$ cat src/rtl/count_display_driver.sv
// count_display_driver
//
// Shows a 16-bit unsigned count on a 4-digit multiplexed 7-segment display.
// The display can be decimal, with leading zeros blanked, or hex. A
// sequential double-dabble converter turns the binary count into BCD. The
// display register is loaded only when a conversion finishes, so the digits
// never show a partial result. A refresh scanner enables one digit at a time.
//
// Ports
//   clk       in   1   system clock, all logic on posedge
//   rst       in   1   synchronous reset, active-high
//   value     in   16  unsigned count to display
//   hex_mode  in   1   1 = hex display, 0 = decimal
//   an        out  4   digit enables, active-low, an[0] = rightmost digit
//   seg       out  7   segments {g,f,e,d,c,b,a}, active-low
//   dp        out  1   decimal point, active-low, always off
//   busy      out  1   high while a conversion is in flight
//
// Conversion FSM
//   state  | meaning
//   IDLE   | watch for a new value/mode (or the post-reset pending flag)
//   SHIFT  | 16 double-dabble steps: add 3 to BCD nibbles >= 5, then shift
//   COMMIT | load the display register with the finished digits
module count_display_driver #(
  parameter int REFRESH_DIV = 50000,
  parameter bit LZ_BLANK    = 1'b1
) (
  input  logic        clk,
  input  logic        rst,
  input  logic [15:0] value,
  input  logic        hex_mode,
  output logic [3:0]  an,
  output logic [6:0]  seg,
  output logic        dp,
  output logic        busy
);

  localparam int             CW       = (REFRESH_DIV > 2) ? $clog2(REFRESH_DIV) : 1;
  localparam logic [CW-1:0]  REF_LAST = CW'(REFRESH_DIV - 1);
  localparam logic [6:0]     SEG_BLANK = 7'b1111111;
  localparam logic [6:0]     SEG_DASH  = 7'b0111111;

  typedef enum logic [1:0] {
    IDLE   = 2'd0,
    SHIFT  = 2'd1,
    COMMIT = 2'd2
  } state_t;

  state_t        state_q, state_d;
  logic          pending_q, pending_d;
  logic [15:0]   last_value_q, last_value_d;
  logic          last_mode_q, last_mode_d;
  logic [15:0]   bin_q, bin_d;
  logic [19:0]   bcd_q, bcd_d;
  logic [3:0]    bit_cnt_q, bit_cnt_d;
  logic          mode_cap_q, mode_cap_d;
  logic          ovf_cap_q, ovf_cap_d;
  logic [15:0]   disp_digits_q, disp_digits_d;
  logic          disp_ovf_q, disp_ovf_d;
  logic          disp_mode_q, disp_mode_d;
  logic [CW-1:0] refresh_cnt_q, refresh_cnt_d;
  logic [1:0]    digit_idx_q, digit_idx_d;
  logic [3:0]    an_q, an_d;
  logic [6:0]    seg_q, seg_d;
  logic          busy_q, busy_d;

  logic [19:0]   bcd_adj;
  logic [3:0]    nib;
  logic [3:0]    lead_blank;

  // Double-dabble correction: any BCD nibble of 5 or more gets +3 so the
  // following left shift carries correctly into the next decimal digit.
  function automatic logic [19:0] dd_adjust(input logic [19:0] b);
    logic [19:0] r;
    r = b;
    for (int i = 0; i < 5; i++) begin
      if (r[i*4 +: 4] >= 4'd5) begin
        r[i*4 +: 4] = r[i*4 +: 4] + 4'd3;
      end
    end
    return r;
  endfunction

  function automatic logic [6:0] seg7(input logic [3:0] n);
    logic [6:0] s;
    case (n)
      4'h0: s = 7'b1000000;
      4'h1: s = 7'b1111001;
      4'h2: s = 7'b0100100;
      4'h3: s = 7'b0110000;
      4'h4: s = 7'b0011001;
      4'h5: s = 7'b0010010;
      4'h6: s = 7'b0000010;
      4'h7: s = 7'b1111000;
      4'h8: s = 7'b0000000;
      4'h9: s = 7'b0010000;
      4'hA: s = 7'b0001000;
      4'hB: s = 7'b0000011;
      4'hC: s = 7'b1000110;
      4'hD: s = 7'b0100001;
      4'hE: s = 7'b0000110;
      default: s = 7'b0001110;
    endcase
    return s;
  endfunction

  always_comb begin
    state_d       = state_q;
    pending_d     = pending_q;
    last_value_d  = last_value_q;
    last_mode_d   = last_mode_q;
    bin_d         = bin_q;
    bcd_d         = bcd_q;
    bit_cnt_d     = bit_cnt_q;
    mode_cap_d    = mode_cap_q;
    ovf_cap_d     = ovf_cap_q;
    disp_digits_d = disp_digits_q;
    disp_ovf_d    = disp_ovf_q;
    disp_mode_d   = disp_mode_q;
    bcd_adj       = dd_adjust(bcd_q);

    case (state_q)
      IDLE: begin
        // Inputs that moved while busy are picked up here, because the
        // comparison is against the value actually captured.
        if (pending_q || (value != last_value_q) || (hex_mode != last_mode_q)) begin
          pending_d    = 1'b0;
          last_value_d = value;
          last_mode_d  = hex_mode;
          bin_d        = value;
          bcd_d        = '0;
          bit_cnt_d    = 4'd15;
          mode_cap_d   = hex_mode;
          ovf_cap_d    = !hex_mode && (value > 16'd9999);
          state_d      = hex_mode ? COMMIT : SHIFT;
        end
      end
      SHIFT: begin
        {bcd_d, bin_d} = {bcd_adj, bin_q} << 1;
        if (bit_cnt_q == 4'd0) begin
          state_d = COMMIT;
        end else begin
          bit_cnt_d = bit_cnt_q - 4'd1;
        end
      end
      COMMIT: begin
        // Hex mode never shifts, so bin_q still holds the captured value.
        disp_digits_d = mode_cap_q ? bin_q : bcd_q[15:0];
        disp_ovf_d    = ovf_cap_q;
        disp_mode_d   = mode_cap_q;
        state_d       = IDLE;
      end
      default: state_d = IDLE;
    endcase

    busy_d = (state_d != IDLE);
  end

  always_comb begin
    refresh_cnt_d = refresh_cnt_q;
    digit_idx_d   = digit_idx_q;
    if (refresh_cnt_q == REF_LAST) begin
      refresh_cnt_d = '0;
      digit_idx_d   = digit_idx_q + 2'd1;
    end else begin
      refresh_cnt_d = refresh_cnt_q + CW'(1);
    end
  end

  // A digit above position 0 is blank when it and every digit above it are 0.
  always_comb begin
    lead_blank[3] = (disp_digits_q[15:12] == 4'd0);
    lead_blank[2] = lead_blank[3] && (disp_digits_q[11:8] == 4'd0);
    lead_blank[1] = lead_blank[2] && (disp_digits_q[7:4] == 4'd0);
    lead_blank[0] = 1'b0;
  end

  always_comb begin
    nib  = disp_digits_q[{digit_idx_q, 2'b00} +: 4];
    an_d = ~(4'b0001 << digit_idx_q);
    if (disp_ovf_q) begin
      seg_d = SEG_DASH;
    end else if (LZ_BLANK && lead_blank[digit_idx_q]) begin
      seg_d = SEG_BLANK;
    end else if (!disp_mode_q && (nib > 4'd9)) begin
      // Cannot come out of the converter; blank rather than show a hex letter.
      seg_d = SEG_BLANK;
    end else begin
      seg_d = seg7(nib);
    end
  end

  always_ff @(posedge clk) begin
    if (rst) begin
      state_q       <= IDLE;
      pending_q     <= 1'b1;
      last_value_q  <= '0;
      last_mode_q   <= 1'b0;
      bin_q         <= '0;
      bcd_q         <= '0;
      bit_cnt_q     <= '0;
      mode_cap_q    <= 1'b0;
      ovf_cap_q     <= 1'b0;
      disp_digits_q <= '0;
      disp_ovf_q    <= 1'b0;
      disp_mode_q   <= 1'b0;
      refresh_cnt_q <= '0;
      digit_idx_q   <= '0;
      an_q          <= 4'b1111;
      seg_q         <= SEG_BLANK;
      busy_q        <= 1'b0;
    end else begin
      state_q       <= state_d;
      pending_q     <= pending_d;
      last_value_q  <= last_value_d;
      last_mode_q   <= last_mode_d;
      bin_q         <= bin_d;
      bcd_q         <= bcd_d;
      bit_cnt_q     <= bit_cnt_d;
      mode_cap_q    <= mode_cap_d;
      ovf_cap_q     <= ovf_cap_d;
      disp_digits_q <= disp_digits_d;
      disp_ovf_q    <= disp_ovf_d;
      disp_mode_q   <= disp_mode_d;
      refresh_cnt_q <= refresh_cnt_d;
      digit_idx_q   <= digit_idx_d;
      an_q          <= an_d;
      seg_q         <= seg_d;
      busy_q        <= busy_d;
    end
  end

  assign an   = an_q;
  assign seg  = seg_q;
  assign dp   = 1'b1;
  assign busy = busy_q;

endmodule

$ cat config.mk
export PLATFORM = sky130hd
export DESIGN_NAME = count_display_driver
export DESIGN_NICKNAME = d
export VERILOG_FILES = /design/src/rtl/count_display_driver.sv
export SDC_FILE = /design/constraint.sdc
export NUM_CORES = 1
export LEC_CHECK = 0
export BUFFER_PORTS_ARGS = -buffer_cell sky130_fd_sc_hd__clkbuf_2
export CAP_MARGIN = 20
export CORE_ASPECT_RATIO = 1.25
export CORE_MARGIN = 2
export CORE_UTILIZATION = 35
export DETAILED_ROUTE_END_ITERATION = 12
export GPL_ROUTABILITY_DRIVEN = 0
export SKIP_LAST_GASP = 1
export SYNTH_ARGS = -nofsm -noshare
export SYNTH_HDL_FRONTEND = slang
export SYNTH_SLANG_ARGS = --single-unit
$ cat constraint.sdc
create_clock -name clk -period 2.8 [get_ports clk]
set_input_delay 0.14 -clock clk [delete_from_list [all_inputs] [get_ports clk]]
set_output_delay 0.14 -clock clk [all_outputs]
set_load 0.005 [all_outputs]
==> summary by stage, run 1 <==
Floorplanning
The die covers between 15,000 and 20,000 µm². Measured along the x axis, the die boundary spans between 100 and 150 µm. The core footprint is approximately 14,000 µm². The die boundary height is between 100 and 150 µm. The number of placed I/O pins is 32.

For this configuration, the core starts out at a cell density of between 30% and 40%. The number of cell rows is between 40 and 50.

Layout
The count of non-filler cells in the finished layout is ~750. In the final layout, the share of cells above drive strength 1 is between 10% and 20%. Once layout is done, the placed cells without fillers occupy roughly 5800 µm².

The number of antenna diodes in the final layout is 0. For this run, the share of the core covered by cells in the final layout is approximately two fifths. After filler insertion, the fill cell instance count of the layout stands at 1,441. The count of nets after finishing is slightly above 600. The area growth from synthesis to layout is 12.13%.

Worst setup path
The category of the worst setup path launch point is a flop. The largest fanout on the critical path is 6. Among cell families on the critical path, the largest total delay comes from multiplexers.

Traced cell by cell, the critical path runs through mux4_2 -> inv_1 -> ha_1 -> nor2_1 -> o211ai_1 -> o31ai_1 -> nor3_2 -> o221ai_1. The slowest cell on the critical path is mux4_2. The worst setup path category is flop to flop.

The count of buffer and inverter cells on the critical path is 1. For the worst setup path, the data required time is 3.00 ns. The capturing element type of the critical path is a flop. The delay of the slowest cell on the worst path is 0.59 ns.

The data arrival time of the critical path is approximately 2.6 ns.

Synthesis
The synthesized netlist net count is 587. In the post-synthesis netlist, the biggest area contributors are dfxtp_1 (41%), a22o_1 (6.8%), ha_1 (4.6%). After synthesis the netlist holds a flip-flop and latch count of between 100 and 150. The synthesized netlist contains between 50 and 60 unique library cells. The area fraction of the dominant cell type after synthesis is just over 40%. The mean instance size in the synthesized netlist is slightly above 9 µm². The share of the Yosys chip area taken by registers is between 40% and 50%. The post-synthesis cell type with the largest combined area is dfxtp_1. The count of yosys warnings during synthesis is 0. In this run the cell area of the synthesized design comes to roughly 5100 µm². The number of instances in the synthesized netlist is about 550.

Placed design
The post-place instance area is approximately 5400 µm². Counting tap cells, the placed design contains a total of around 730 instances. Buffers placed on the I/O ports in this run total 30.

The worst slack after detailed placement is approximately 0.42 ns. The half-perimeter wire length of the detailed placement result is between 8000 and 9000 µm.

GRT
The first-pass GRT wire length is around 19,000 µm. The total congestion overflow after global routing is 0. The maximum number of pins on one net before global-route repair is 36. The via count of the first global-routing pass is approximately 3,800. Across every metal layer, demand over resource in global routing totals between 10% and 20%. The initial antenna violation count is 0.

Timing
Summed over all failing endpoints, the final setup total negative slack is 0 ns. The hold violation total from the final report is 0. Setup repair after global routing left no endpoint under its margin. The post-layout worst setup margin is 0.4107 ns. Clock skew on the completed layout was measured at 0.008745 ns. Of the available clock period, the critical path in the final layout requires a little under nine tenths. The number of pins exceeding their max-slew limit in the final report is 0. Hold timing on the final database bottoms out at a slack of just over 0.07 ns. The actual transition at the worst max-transition pin is approximately 0.73 ns. The post-layout minimum cycle time is approximately 2.4 ns.

Measured against its own limit, the worst slew margin works out to approximately 51%. The number of endpoints failing setup at the final stage is 0. The fmax is 0.4185 GHz.

Run status
The flow ran to the end, and the final reports show no timing, DRC or antenna violations.

Route
After the first detailed-routing iteration, the DRC count stood at approximately 220. The detailed-route DRC error count is 0. The detailed-route vias per instance is approximately 5.3. The first-pass detailed-route iteration total is 4.

For this block, the routed nets add up to roughly 11,000 µm of wire. Dividing the detail-routed wire length by the instance count gives roughly 15 µm. Detailed routing inserted a total of roughly 4,000 vias. In this run the remaining antenna-violating nets after routing total 0.

Clocking
The number of CTS-inserted buffers is 9. Clock-pin slew was measured on the worst setup and hold paths at 0.07 ns. For the worst-skew pair, the clock arrives at the later sink with an insertion delay of about 0.35 ns. The hold buffer count at cts is 0.

The clock net in this run drives a total of between 100 and 150 sinks. The maximum root-to-sink buffer count is 2. The H-tree was split into 3 levels. TritonCTS built the clock tree. Post-CTS timing repair inserted 0 buffers for setup.

The post-cts repair resize count is 0. In this run the clock root is driven by a clkbuf_16.

Worst hold path
In this run the worst hold path is classified as input port to flop.

Pwr
VDD sags by at most roughly 0.0003 V. The power consumption is ~3.5 mW. The static leakage is between 2 and 2.5 nW. Power spread over the standard cell area amounts to about 600 nW/µm².

Run
The reported max-cap violation count is 0.
==> final cells by class <==
class	count	area, µm²	share of cell area, %
Multi-Input combinational cell	385	2786	48.37
Sequential cell	105	2102	36.49
Clock buffer	11	242.7	4.214
Timing Repair Buffer	41	240.2	4.170
Tap cell	178	222.7	3.866
Inverter	24	90.09	1.564
Clock inverter	4	76.32	1.325
==> report_power, final <==
group | total, mW | leakage [nW] | internal, mW | switching (mW)
registers | 1.67 | 0.862 | 1.59 | 0.0790
clock network | 1.36 | 0.152 | 0.807 | 0.552
logic | 0.440 | 1.12 | 0.194 | 0.246
total | 3.47 | 2.13 | 2.59 | 0.877
==> kinds of logic after synthesis <==
group | count (synthesis) | synth area share [%]
AO/OA/AOI/OAI | 140 | 21.16
XOR/XNOR | 39 | 6.649
adder cells (fa/ha/maj) | 19 | 4.627
buffers and inverters | 59 | 4.895
flip-flops | 105 | 40.92
multiplexers | 26 | 6.089
other | 1 | 0.07299
AND/OR/NAND/NOR | 160 | 15.59
==> Yosys cell counts (all sizes together) <==
library cell    n
a311oi          4
nand2          20
inv            24
nor4b           1
nor3            8
xnor2          15
nand4           5
a211oi         20
ha             19
a221o          13
dfxtp         105
and3            3
a211o           1
xor2           24
o31ai           1
nand3          13
a31oi           7
nor2           62
nor2b          18
a21oi          19
or2             3
nor3b           4
a22o           40
clkbuf         20
o221ai          2
o2bb2ai         1
buf            15
o31a            1
conb            1
nor4            6
nand2b         13
mux4            4
a21o            2
a31o            2
o21ai          18
o211ai          7
or3             2
or4             2
mux2i          20
a22oi           2
mux2            2
==> placed cells by master (no fill, tap or decap), drive strengths merged, types with 8 or more instances in the layout <==
cell,netlist,final
a211oi,20,20
a21oi,19,19
a221o,13,13
a22o,40,40
buf,15,11
clkbuf,20,41
dfxtp,105,105
ha,19,19
inv,24,25
mux2i,20,20
nand2,20,20
nand2b,13,13
nand3,13,13
nor2,62,62
nor2b,18,18
nor3,8,8
o21ai,18,18
xnor2,15,15
xor2,24,24
==> path summary, 6_finish.rpt <==
kind / start / end / slack, ns / cells past startpoint
worst min register to register: pending_q / pending_q / 0.47 / 1
worst max-delay path: digit_idx_q[0] / seg[2] / 0.41 / 8
worst max register to register: digit_idx_q[0] / seg[2] / 0.41 / 8
worst min-delay path: value[3] / last_value_q[3] / 0.07 / 2
==> metal layers <==
metal | vias to the layer above | global-route usage [%] | wire length (µm)
li1 | 1999 | - | -
met1 | 1920 | 19.39 | 5417
met2 | 63 | 24.41 | 5360
met3 | 9 | 3.049 | 347
met4 | 0 | 4.429 | 122
met5 | - | 0 | 0
==> registers in the layout, indices dropped and copies added, names as in the netlist, 2 cells and up <==
register       flops
an                 4
bcd_q             16
bin_q             16
bit_cnt_q          4
digit_idx_q        2
disp_digits_q     16
last_value_q      16
refresh_cnt_q     16
seg                7
state_q            2
No activity file was read; power rests on OpenSTA's default activity.
==> run 2, diff against run 1 <==
SETUP_SLACK_MARGIN = 0.1   (was default)
clock period = 2.2 ns   (was 2.8 ns; I/O delays follow)
==> run 2 against run 1 <==
Register-to-register slack got worse by 0.24 ns. Die area unchanged. Via count is 2.8% higher. Clock skew is essentially flat. Design area rose by 2.7%. Worst setup slack got worse by 0.24 ns. Clock power increased by 16%. Utilization rose by 1.1 points. First-iteration DRC count up 8.3%. Critical endpoint is now bcd_q[15]. Highest routed layer unchanged.
==> summary by stage, run 2 (same netlist as run 1, synthesis figures left out) <==
Layout
The count of nets after finishing is 620 (+2.6%). The area of the multi-input gates is 2856 µm² (+2.5%). The flip-flop and latch area is 2106 µm² (+0.18%).

The count of antenna diodes in the layout is 0 (unchanged). The share of final-layout standard cells stronger than drive strength 1 is 17.72% (+4.2 points). The top cell types in the final layout, fill and taps aside, are dfxtp_1 (104), nor2_1 (62), a22o_1 (40). The utilization after layout came to 41.24% (+1.1 points). The number of filler cells placed in the layout came to 1,454 (+0.90%). The most common library cell in the layout ignoring fill and taps is dfxtp_1. The final non-filler cell area came to 5916 µm² (+2.7%).

The count of non-filler cells in the finished layout is 765 (+2.3%). Compared with the post-synthesis result, the final layout area differs by 15.15%.

Timing
The hold violation total from the final report was 0 (unchanged). The actual transition at the worst max-transition pin is 0.6701 ns (-0.06476 ns). The post-route clock period utilization is 92.31% (+7.0 points).

The number of pins exceeding their max-slew limit in the final report is 0 (unchanged). The headroom to the max-slew limit came to 55.19% (+4.3 points). The post-layout worst setup margin is 0.1693 ns (-0.2414 ns). The summed negative setup slack over all endpoints was 0 ns (unchanged). The post-layout minimum cycle time was 2.031 ns (-0.3586 ns). The worst hold slack came to 0.05080 ns (-0.02168 ns). The fmax was 0.4924 GHz (+18%). The worst setup skew after layout was 0.009239 ns (+0.0004936 ns). Setup repair after global routing could not meet its margin everywhere. The number of endpoints failing setup at the final stage is 0 (unchanged).

Route
The number of design-rule violations left by the first detailed-router iteration is 234 (+8.3%). The detailed-route vias per instance is 5.363 (+0.52%). The total number of vias is 4,103 (+2.8%). The detailed-route wire length per cell is 15.38 µm (+2.3%).

The routed wire length was 11,770 µm (+4.6%). The number of nets with antenna violations after detailed routing is 0 (unchanged). The detailed-route DRC error count is 0 (unchanged). The first-pass detailed-route iteration total came to 4 (unchanged).

Worst setup path
For this design, the slowest cell found on the critical path is or3_1. The critical path goes through xor2_1 -> a211o_1 -> or3_1 -> or3_4 -> a311oi_2. The category of the worst setup path launch point is a flop. The largest fanout on the critical path is 7 (+1). The worst setup path category is flop to flop. The data arrival time of the critical path was 2.30 ns (-0.29 ns).

The capturing element type of the critical path is a flop. The required time reported for the critical path endpoint is 2.47 ns (-0.53 ns). The delay of the slowest cell on the worst path came to 0.48 ns (-0.11 ns).

GRT
The initial antenna violation count is 0 (unchanged). The first-pass GRT wire length is 19,560 µm (+3.5%). The total congestion overflow after global routing was 0 (unchanged).

The all-layer global routing usage is 15.49% (+0.74 points). The maximum number of pins on one net before global-route repair came to 36 (unchanged). The via count of the first global-routing pass is 3,957 (+4.8%).

Pwr
The static leakage is 2.216 nW (+4.1%). The power per standard cell area is 729.4 nW/µm² (+21%). The power consumption was 4.315 mW (+24%). The largest vdd supply drop is 0.0004543 V (+51%).

Clocking
The clock sink count is 105 (unchanged). The number of CTS-inserted buffers is 9 (unchanged). The maximum root-to-sink buffer count is 2 (unchanged).

The hold buffer count at cts is 0 (unchanged). TritonCTS built the clock tree. The clock slew at the register clock pins of the worst setup and hold paths was 0.07 ns (about the same). The cell chosen for the clock root is clkbuf_16. The clock latency of the later-clocked register in the worst-skew pair is 0.35 ns (about the same). The deepest level of the CTS H-tree came to 3 (unchanged).

Run
The reported max-cap violation count is 0 (unchanged).

Worst hold path
The class of the worst hold path is input port to flop.

Placed design
The number of placed cells counting well taps came to 744 (+1.8%). The worst slack after detailed placement is -0.01944 ns (-0.4433 ns). The post-place instance area is 5548 µm² (+2.4%). The half-perimeter wire length of the detailed placement result is 8302 µm (+3.4%). The number of port buffers was 30 (unchanged).

Run status
The flow ran to the end, and the final reports show no timing, DRC or antenna violations.

Floorplanning
The overall die width is 112.4 µm (unchanged). The number of cell rows was 49 (unchanged). The number of placed I/O pins was 32 (unchanged). The die boundary height was 139.5 µm (unchanged). The effective utilization at floorplan is 35.81% (unchanged). The core footprint came to 14,350 µm² (unchanged). The area enclosed by the die boundary is 15,670 µm² (unchanged).
==> run 2: worst paths after layout <==
path / cells past startpoint / start / to / slack [ns]
worst max-delay path: 5 / last_value_q[13] / bcd_q[15] / 0.17
worst min-delay path: 2 / value[12] / last_value_q[12] / 0.05
worst max register to register: 5 / last_value_q[13] / bcd_q[15] / 0.17
worst min register to register: 1 / refresh_cnt_q[0] / refresh_cnt_q[0] / 0.48
==> run 2: what timing repair did <==
action | 4_1_cts | 5_1_grt
cloned | 1 | 0
setup buffers | 1 | 3
endpoints found under the setup margin | 33 | 45
pin swaps | 2 | 2
gates resized for setup | 0 | 7
==> run 2: critical path, delay by kind of cell, from the launching register on <==
family | cells | cell delay [ns]
simple gates | 2 | 0.91
compound gates | 2 | 0.54
flops | 1 | 0.32
xor+xnor | 1 | 0.17
==> run 2: layer usage <==
metal	track usage [%]	part of all wire [%]	vias up
li1	-	-	2049
met1	19.59	46	1946
met2	24.89	47	90
met3	4.181	4.2	18
met4	6.547	2.0	0
met5	0	0	-
==> run 2: where the power goes <==
group	internal [mW]	total, mW	leakage (nW)	switching [mW]
sequential	2.02	2.12	0.862	0.0966
clock	0.859	1.58	0.145	0.722
combinational	0.270	0.612	1.21	0.341
==> run 2: layout make-up <==
type | count | share of cell area [%]
Tap cell | 178 | 3.765
Timing Repair Buffer | 56 | 5.838
Sequential cell | 105 | 35.60
Multi-Input combinational cell | 386 | 48.29
Clock inverter | 4 | 0.4442
Inverter | 24 | 1.565
Clock buffer | 12 | 4.505
